**config.mk**
```make
export PLATFORM = sky130hd
export DESIGN_NAME = matrix_operand_fetch
export DESIGN_NICKNAME = d
export VERILOG_FILES = /design/src/rtl/matrix_operand_fetch.sv
export SDC_FILE = /design/constraint.sdc
export NUM_CORES = 1
export LEC_CHECK = 0
export CAP_MARGIN = 25
export CORE_MARGIN = 8
export CORE_UTILIZATION = 40
export DETAILED_ROUTE_END_ITERATION = 7
export PLACE_DENSITY = 0.71
export SYNTH_ARGS = -nofsm -noshare
export SYNTH_HDL_FRONTEND = slang
export SYNTH_SLANG_ARGS = --single-unit
```
**constraint.sdc**
```tcl
create_clock -name clock -period 3.4 [get_ports clock]
set_clock_uncertainty 0.15 [all_clocks]
set_input_delay 0.85 -clock clock [delete_from_list [all_inputs] [get_ports clock]]
set_output_delay 0.85 -clock clock [all_outputs]
set_load 0.005 [all_outputs]
```
**src/rtl/matrix_operand_fetch.sv**
```systemverilog
// rtl/matrix_operand_fetch.sv - fetches a 2x2 matrix pair for the matrix adder
//
// Purpose:
//   Reads A00, A01, A10, A11, B00, B01, B10, B11 from word-addressed operand
//   memory. The memory port allows one request in flight at a time. The eight
//   words are then held on parallel registered outputs and offered downstream
//   with a valid/ready handshake.
//
// Ports:
//   clock, reset           clock; asynchronous active-low reset
//   start_i                fetch request, sampled only while idle
//   base_a_i, base_b_i     word addresses of A00 and B00
//   row_stride_i           word offset from element x0 to element x1
//   busy_o                 high whenever not idle
//   mem_req_o, mem_addr_o  read request, held with a stable address until granted
//   mem_gnt_i              memory accepts the request
//   mem_rvalid_i           read data valid (only honoured while waiting)
//   mem_rdata_i            read data
//   a00_o .. b11_o         fetched operands, registered
//   op_valid_o, op_ready_i operand-set handshake
//   fetch_err_o            one-cycle pulse on response-watchdog abort
//
// Build option:
//   FETCH_TIMEOUT_EN       enables the response watchdog (TIMEOUT_CYCLES);
//                          without it WAIT holds forever and fetch_err_o is 0.
module matrix_operand_fetch #(
   parameter int ADDR_W         = 16,
   parameter int DATA_W         = 32,
   parameter int TIMEOUT_CYCLES = 255
) (
   input  logic              clock,
   input  logic              reset,
   input  logic              start_i,
   input  logic [ADDR_W-1:0] base_a_i,
   input  logic [ADDR_W-1:0] base_b_i,
   input  logic [ADDR_W-1:0] row_stride_i,
   output logic              busy_o,
   output logic              mem_req_o,
   output logic [ADDR_W-1:0] mem_addr_o,
   input  logic              mem_gnt_i,
   input  logic              mem_rvalid_i,
   input  logic [DATA_W-1:0] mem_rdata_i,
   output logic [DATA_W-1:0] a00_o,
   output logic [DATA_W-1:0] a01_o,
   output logic [DATA_W-1:0] a10_o,
   output logic [DATA_W-1:0] a11_o,
   output logic [DATA_W-1:0] b00_o,
   output logic [DATA_W-1:0] b01_o,
   output logic [DATA_W-1:0] b10_o,
   output logic [DATA_W-1:0] b11_o,
   output logic              op_valid_o,
   input  logic              op_ready_i,
   output logic              fetch_err_o
);

   typedef enum logic [1:0] {IDLE, REQ, WAIT, PRESENT} state_t;

   state_t            state_q;
   logic [2:0]        index_q;
   logic [ADDR_W-1:0] base_a_q;
   logic [ADDR_W-1:0] base_b_q;
   logic [ADDR_W-1:0] stride_q;
   logic [ADDR_W-1:0] mem_addr_q;
   logic              mem_req_q;
   logic              busy_q;
   logic              op_valid_q;
   logic [DATA_W-1:0] opnd_q [8];
   logic [ADDR_W-1:0] addr_next_d;

   // Element k: bit 2 picks the matrix, bit 1 adds the row stride, bit 0 the column.
   // Sums wrap modulo 2^ADDR_W.
   function automatic logic [ADDR_W-1:0] elem_addr(input logic [2:0]        k,
                                                   input logic [ADDR_W-1:0] ba,
                                                   input logic [ADDR_W-1:0] bb,
                                                   input logic [ADDR_W-1:0] st);
      logic [ADDR_W-1:0] b_sel;
      logic [ADDR_W-1:0] r_off;
      b_sel = k[2] ? bb : ba;
      r_off = k[1] ? st : '0;
      return b_sel + r_off + ADDR_W'(k[0]);
   endfunction

   assign addr_next_d = elem_addr(index_q + 3'd1, base_a_q, base_b_q, stride_q);

`ifdef FETCH_TIMEOUT_EN
   localparam int CNT_W = (TIMEOUT_CYCLES < 256) ? 8 : $clog2(TIMEOUT_CYCLES + 1);
   logic [CNT_W-1:0] wait_cnt_q;
   logic             fetch_err_q;
   assign fetch_err_o = fetch_err_q;
`else
   assign fetch_err_o = 1'b0;
`endif

   always_ff @(posedge clock or negedge reset) begin
      if (!reset) begin
         state_q    <= IDLE;
         index_q    <= '0;
         base_a_q   <= '0;
         base_b_q   <= '0;
         stride_q   <= '0;
         mem_addr_q <= '0;
         mem_req_q  <= 1'b0;
         busy_q     <= 1'b0;
         op_valid_q <= 1'b0;
         for (int i = 0; i < 8; i++) opnd_q[i] <= '0;
`ifdef FETCH_TIMEOUT_EN
         wait_cnt_q  <= '0;
         fetch_err_q <= 1'b0;
`endif
      end else begin
`ifdef FETCH_TIMEOUT_EN
         fetch_err_q <= 1'b0;
`endif
         case (state_q)
            IDLE: begin
               if (start_i) begin
                  base_a_q   <= base_a_i;
                  base_b_q   <= base_b_i;
                  stride_q   <= row_stride_i;
                  index_q    <= '0;
                  mem_addr_q <= base_a_i;
                  mem_req_q  <= 1'b1;
                  busy_q     <= 1'b1;
                  state_q    <= REQ;
               end
            end
            REQ: begin
               if (mem_gnt_i) begin
                  mem_req_q <= 1'b0;
                  state_q   <= WAIT;
`ifdef FETCH_TIMEOUT_EN
                  wait_cnt_q <= '0;
`endif
               end
            end
            WAIT: begin
               if (mem_rvalid_i) begin
                  opnd_q[index_q] <= mem_rdata_i;
                  if (index_q == 3'd7) begin
                     op_valid_q <= 1'b1;
                     state_q    <= PRESENT;
                  end else begin
                     index_q    <= index_q + 3'd1;
                     mem_addr_q <= addr_next_d;
                     mem_req_q  <= 1'b1;
                     state_q    <= REQ;
                  end
               end
`ifdef FETCH_TIMEOUT_EN
               // A response on the limit cycle takes priority over the abort.
               else if (wait_cnt_q == CNT_W'(TIMEOUT_CYCLES - 1)) begin
                  busy_q      <= 1'b0;
                  fetch_err_q <= 1'b1;
                  state_q     <= IDLE;
               end else begin
                  wait_cnt_q <= wait_cnt_q + CNT_W'(1);
               end
`endif
            end
            PRESENT: begin
               if (op_ready_i) begin
                  op_valid_q <= 1'b0;
                  busy_q     <= 1'b0;
                  state_q    <= IDLE;
               end
            end
            default: state_q <= IDLE;
         endcase
      end
   end

   assign busy_o     = busy_q;
   assign mem_req_o  = mem_req_q;
   assign mem_addr_o = mem_addr_q;
   assign op_valid_o = op_valid_q;
   assign a00_o      = opnd_q[0];
   assign a01_o      = opnd_q[1];
   assign a10_o      = opnd_q[2];
   assign a11_o      = opnd_q[3];
   assign b00_o      = opnd_q[4];
   assign b01_o      = opnd_q[5];
   assign b10_o      = opnd_q[6];
   assign b11_o      = opnd_q[7];

endmodule

```
==> run summary <==
## Global routing
- global route total overflow: 0
- GRT Total Usage: 18.88%
- largest net degree at the start of global routing: 72
- first-pass GRT wire length: 58,710 µm
- antenna violations before repair: 0
- number of global-route vias before repair: 9,756

## STA
- transition time at the pin with the least slew margin: 0.5989 ns
- worst hold slack after final layout: 0.1772 ns
- Highest Clock Rate: 305.5 MHz
- Total Negative Setup Slacks: 0 ns
- count of pins over their slew limit: 0
- share of the cycle needed by the critical path after routing: 96.27%
- Worst slew margin: 60.08%
- Hold Vio Cnt, Final: 0
- Final setup viols: 0
- Final Critical Period: 3.273 ns

## Clock network
- CTS tree: yes
- Clock Latency Late Sink: 0.51 ns
- number of buffers created by CTS: 37
- clock-pin slew on the worst setup and hold paths: 0.06 ns
- clock root cell: sky130_fd_sc_hd__clkbuf_16
- clock sinks: 328
- level count of the clock H-tree: 2
- buffer depth of the longest clock path: 3

## Layout
- combined flip-flop and latch cell area: 8208 µm²
- synthesis-to-finish area growth: 42.18%
- Final Net Count: 1,432
- final standard cell utilization of the core: 57.41%
- share of cells above drive strength 1: 17.64%
- Filler Cells Inserted: 2,770
- total area of multi-input combinational cells: 5075 µm²

## Die
- core area: 33,360 µm²
- initial cell density of the core: 40.38%
- Ports: 362
- Core Rows: 67
- Die Y-Extent: 199.5 µm
- Die Outline Area: 39,810 µm²
- overall die width: 199.5 µm

## Yosys
- post-synthesis xor/xnor area fraction: 0.5201%
- synthesis-stage register bit count: 328
- proportion of register bits with asynchronous set or reset after synthesis: 100.0%
- Yosys Warn Count: 0
- count leader, synth: sky130_fd_sc_hd__dfrtp_1
- cell types with the highest counts after synthesis: 328 x sky130_fd_sc_hd__dfrtp_1, 188 x sky130_fd_sc_hd__mux2_1, 120 x sky130_fd_sc_hd__mux2_2, 43 x sky130_fd_sc_hd__nand2_1, 26 x sky130_fd_sc_hd__o21ai_0
- Yosys top cell area share: 60.93%
- netlist area before placement: 13,470 µm²
- mean cell area of the mapped netlist: 14.47 µm²
- multiplexer share of the synthesized area: 25.89%
- compound-gate portion of the synthesized area: 4.347%
- count of unique library cells instantiated by Yosys: 54
- area share of and/or/nand/nor cells after synthesis: 4.486%
- cell types occupying the most area after synthesis: sky130_fd_sc_hd__dfrtp_1 61%, sky130_fd_sc_hd__mux2_1 16%, sky130_fd_sc_hd__mux2_2 10%
- Net Count, Synth: 1,035
- number of enable-type register cells in the synthesized netlist: 0
- Adder-Cell Fraction of Synth Area: 1.783%
- largest area contributor in the synthesized netlist: sky130_fd_sc_hd__dfrtp_1
- sequential area share after synthesis: 60.93%
- number of cells produced by synthesis: 931
- commonest register cell after synthesis: sky130_fd_sc_hd__dfrtp_1
- combinational family with the most area after synthesis: multiplexers

## Critical path
- depth of the worst register-to-register path: 12
- maximum net fanout on the critical path: 3
- buffering stage count on the worst path with inverters included: 1
- count of cell instances traversed by the critical path: 12
- cells traversed along the worst timing path: ha_2 > ha_4 > mux2_2 > fa_2 > inv_2 > fa_2 > nor2b_2 > o2111a_1 > o21bai_1 > nand2_1 > or3_1 > a32o_1
- delay contributed by the slowest stage of the critical path: 0.38 ns
- CP Capture Type: register
- RR Endpoint: mem_addr_o[8]$_DFFE_PN0P_
- WP data arrival: 3.52 ns
- cell with the most instances on the worst path: sky130_fd_sc_hd__fa_2
- cell at the slowest stage of the critical path: sky130_fd_sc_hd__dfrtp_1
- Largest delay share family, worst path: adder cells
- Worst Setup Start Kind: register
- critical path class: register to register
- r2r setup slk: 0.13 ns
- data required time of the critical path: 3.64 ns
- worst reg2reg path startpoint: index_q[1]$_DFFE_PN0P_

## Power and ir drop
- maximum resistive drop on vdd: 0.0004420 V
- Pwr Density: 771.1 nW/µm²
- cell leakage power: 0.008829 µW

## Drt
- WL/cell: 21.20 µm
- Iter 0 DRT Violations: 350
- number of vias after detailed routing: 9,061
- drt total wl: 38,240 µm
- drt pass-1 iters: 4
- detailed-routing wirelength on met1: 16,300 µm
- via-per-instance ratio: 5.023
- total met3 wirelength after detailed routing: 2495 µm
- DRC Markers: 0
- uppermost signal routing layer after detailed routing: met4
- Routed met2 length: 18,480 µm
- post-route antenna net violation count: 0

## Placement
- placer's final routability congestion estimate: 0.8519
- number of port buffers: 360
- Detail Placement HPWL: 27,560 µm

## Min path
- type of the most critical hold path: primary input to async pin

## Run status
- run status: finished, final reports clean

## Run
- max-cap violation count: 0

## worst max-delay path by stage
stage                           start                         to  slack, ns
6_report       index_q[1]$_DFFE_PN0P_  mem_addr_o[8]$_DFFE_PN0P_       0.13
5_1_grt        index_q[1]$_DFFE_PN0P_  mem_addr_o[8]$_DFFE_PN0P_     -0.007
4_1_cts        index_q[0]$_DFFE_PN0P_  mem_addr_o[8]$_DFFE_PN0P_       0.04
3_5_place_dp   index_q[0]$_DFFE_PN0P_  mem_addr_o[8]$_DFFE_PN0P_       0.06
3_3_place_gp   index_q[0]$_DFFE_PN0P_  mem_addr_o[8]$_DFFE_PN0P_       0.13
2_1_floorplan  index_q[1]$_DFFE_PN0P_  mem_addr_o[8]$_DFFE_PN0P_       0.02
## stage by stage
stage               power, µW  setup WS, ns  instance area [µm²]  instances
finish                  14770        0.1268                19150       1804
global route            15650     -0.006644                19150       1803
CTS                     14920       0.04099                19120       1801
detailed placement      10950       0.05552                17910       1735
global placement        10800        0.1289                17910       1735
floorplan                8088       0.01503                13490        931
## where the power goes
| part | total, µW | internal (µW) | switching (µW) |
|---|---|---|---|
| Combinational | 5240 | 2980 | 2260 |
| Sequential | 5620 | 5020 | 597 |
| Clock | 3910 | 2370 | 1540 |
## cells by family after synthesis
family          after synthesis
compound gates               93
xor+xnor                      8
fa+ha+maj                    18
buf+inv                      55
flops                       328
mux                         310
other cells                   1
simple gates                118
## per-layer routing
layer	vias up	track usage [%]
met3	60	4.059
li1	4138	-
met4	0	5.995
met1	4587	24.36
met5	-	0
met2	276	31.40
## what timing repair did
| item | in CTS | in global routing |
|---|---|---|
| setup endpoints to repair | 0 | 3 |
| setup buffers | 0 | 2 |
| hold buffers | 0 | 0 |
| endpoints found under the hold margin | 0 | 0 |
| gates resized for setup | 0 | 6 |
## sequential cells by signal (all words and copies together), names as in the netlist
name	count
a00_o	32
a01_o	32
a10_o	32
a11_o	32
b00_o	32
b01_o	32
b10_o	32
b11_o	32
base_a_q	16
base_b_q	16
mem_addr_o	16
stride_q	16
index_q	3
state_q	2
busy_o	1
mem_req_o	1
op_valid_o	1
## placed cells by master (no fill, tap or decap), types with 4 or more instances in the layout
master	instances
sky130_fd_sc_hd__clkdlybuf4s50_1	359
sky130_fd_sc_hd__xnor2_1	7
sky130_fd_sc_hd__clkbuf_16	39
sky130_fd_sc_hd__nor2_1	18
sky130_fd_sc_hd__o21ai_0	26
sky130_fd_sc_hd__mux2_2	120
sky130_fd_sc_hd__inv_1	9
sky130_fd_sc_hd__o211ai_1	4
sky130_fd_sc_hd__mux2_1	188
sky130_fd_sc_hd__buf_4	31
sky130_fd_sc_hd__ha_1	14
sky130_fd_sc_hd__dfrtp_1	328
sky130_fd_sc_hd__clkinv_2	6
sky130_fd_sc_hd__a21oi_1	23
sky130_fd_sc_hd__nand2_1	43
sky130_fd_sc_hd__o22ai_1	9
sky130_fd_sc_hd__clkbuf_1	8
sky130_fd_sc_hd__nand3_1	8
sky130_fd_sc_hd__and2_1	17
sky130_fd_sc_hd__clkbuf_8	9
sky130_fd_sc_hd__buf_12	10
sky130_fd_sc_hd__a22oi_1	5
## final cells by class
cell class / count / area share (%)
Sequential cell: 328 / 42.85
Multi-Input combinational cell: 548 / 26.50
Timing Repair Buffer: 402 / 21.16
Clock buffer: 56 / 5.899
Tap cell: 448 / 2.927
Clock inverter: 10 / 0.4377
Inverter: 11 / 0.2156
Antenna cell: 1 / 0.01307
No activity file was read; power rests on OpenSTA's default activity.
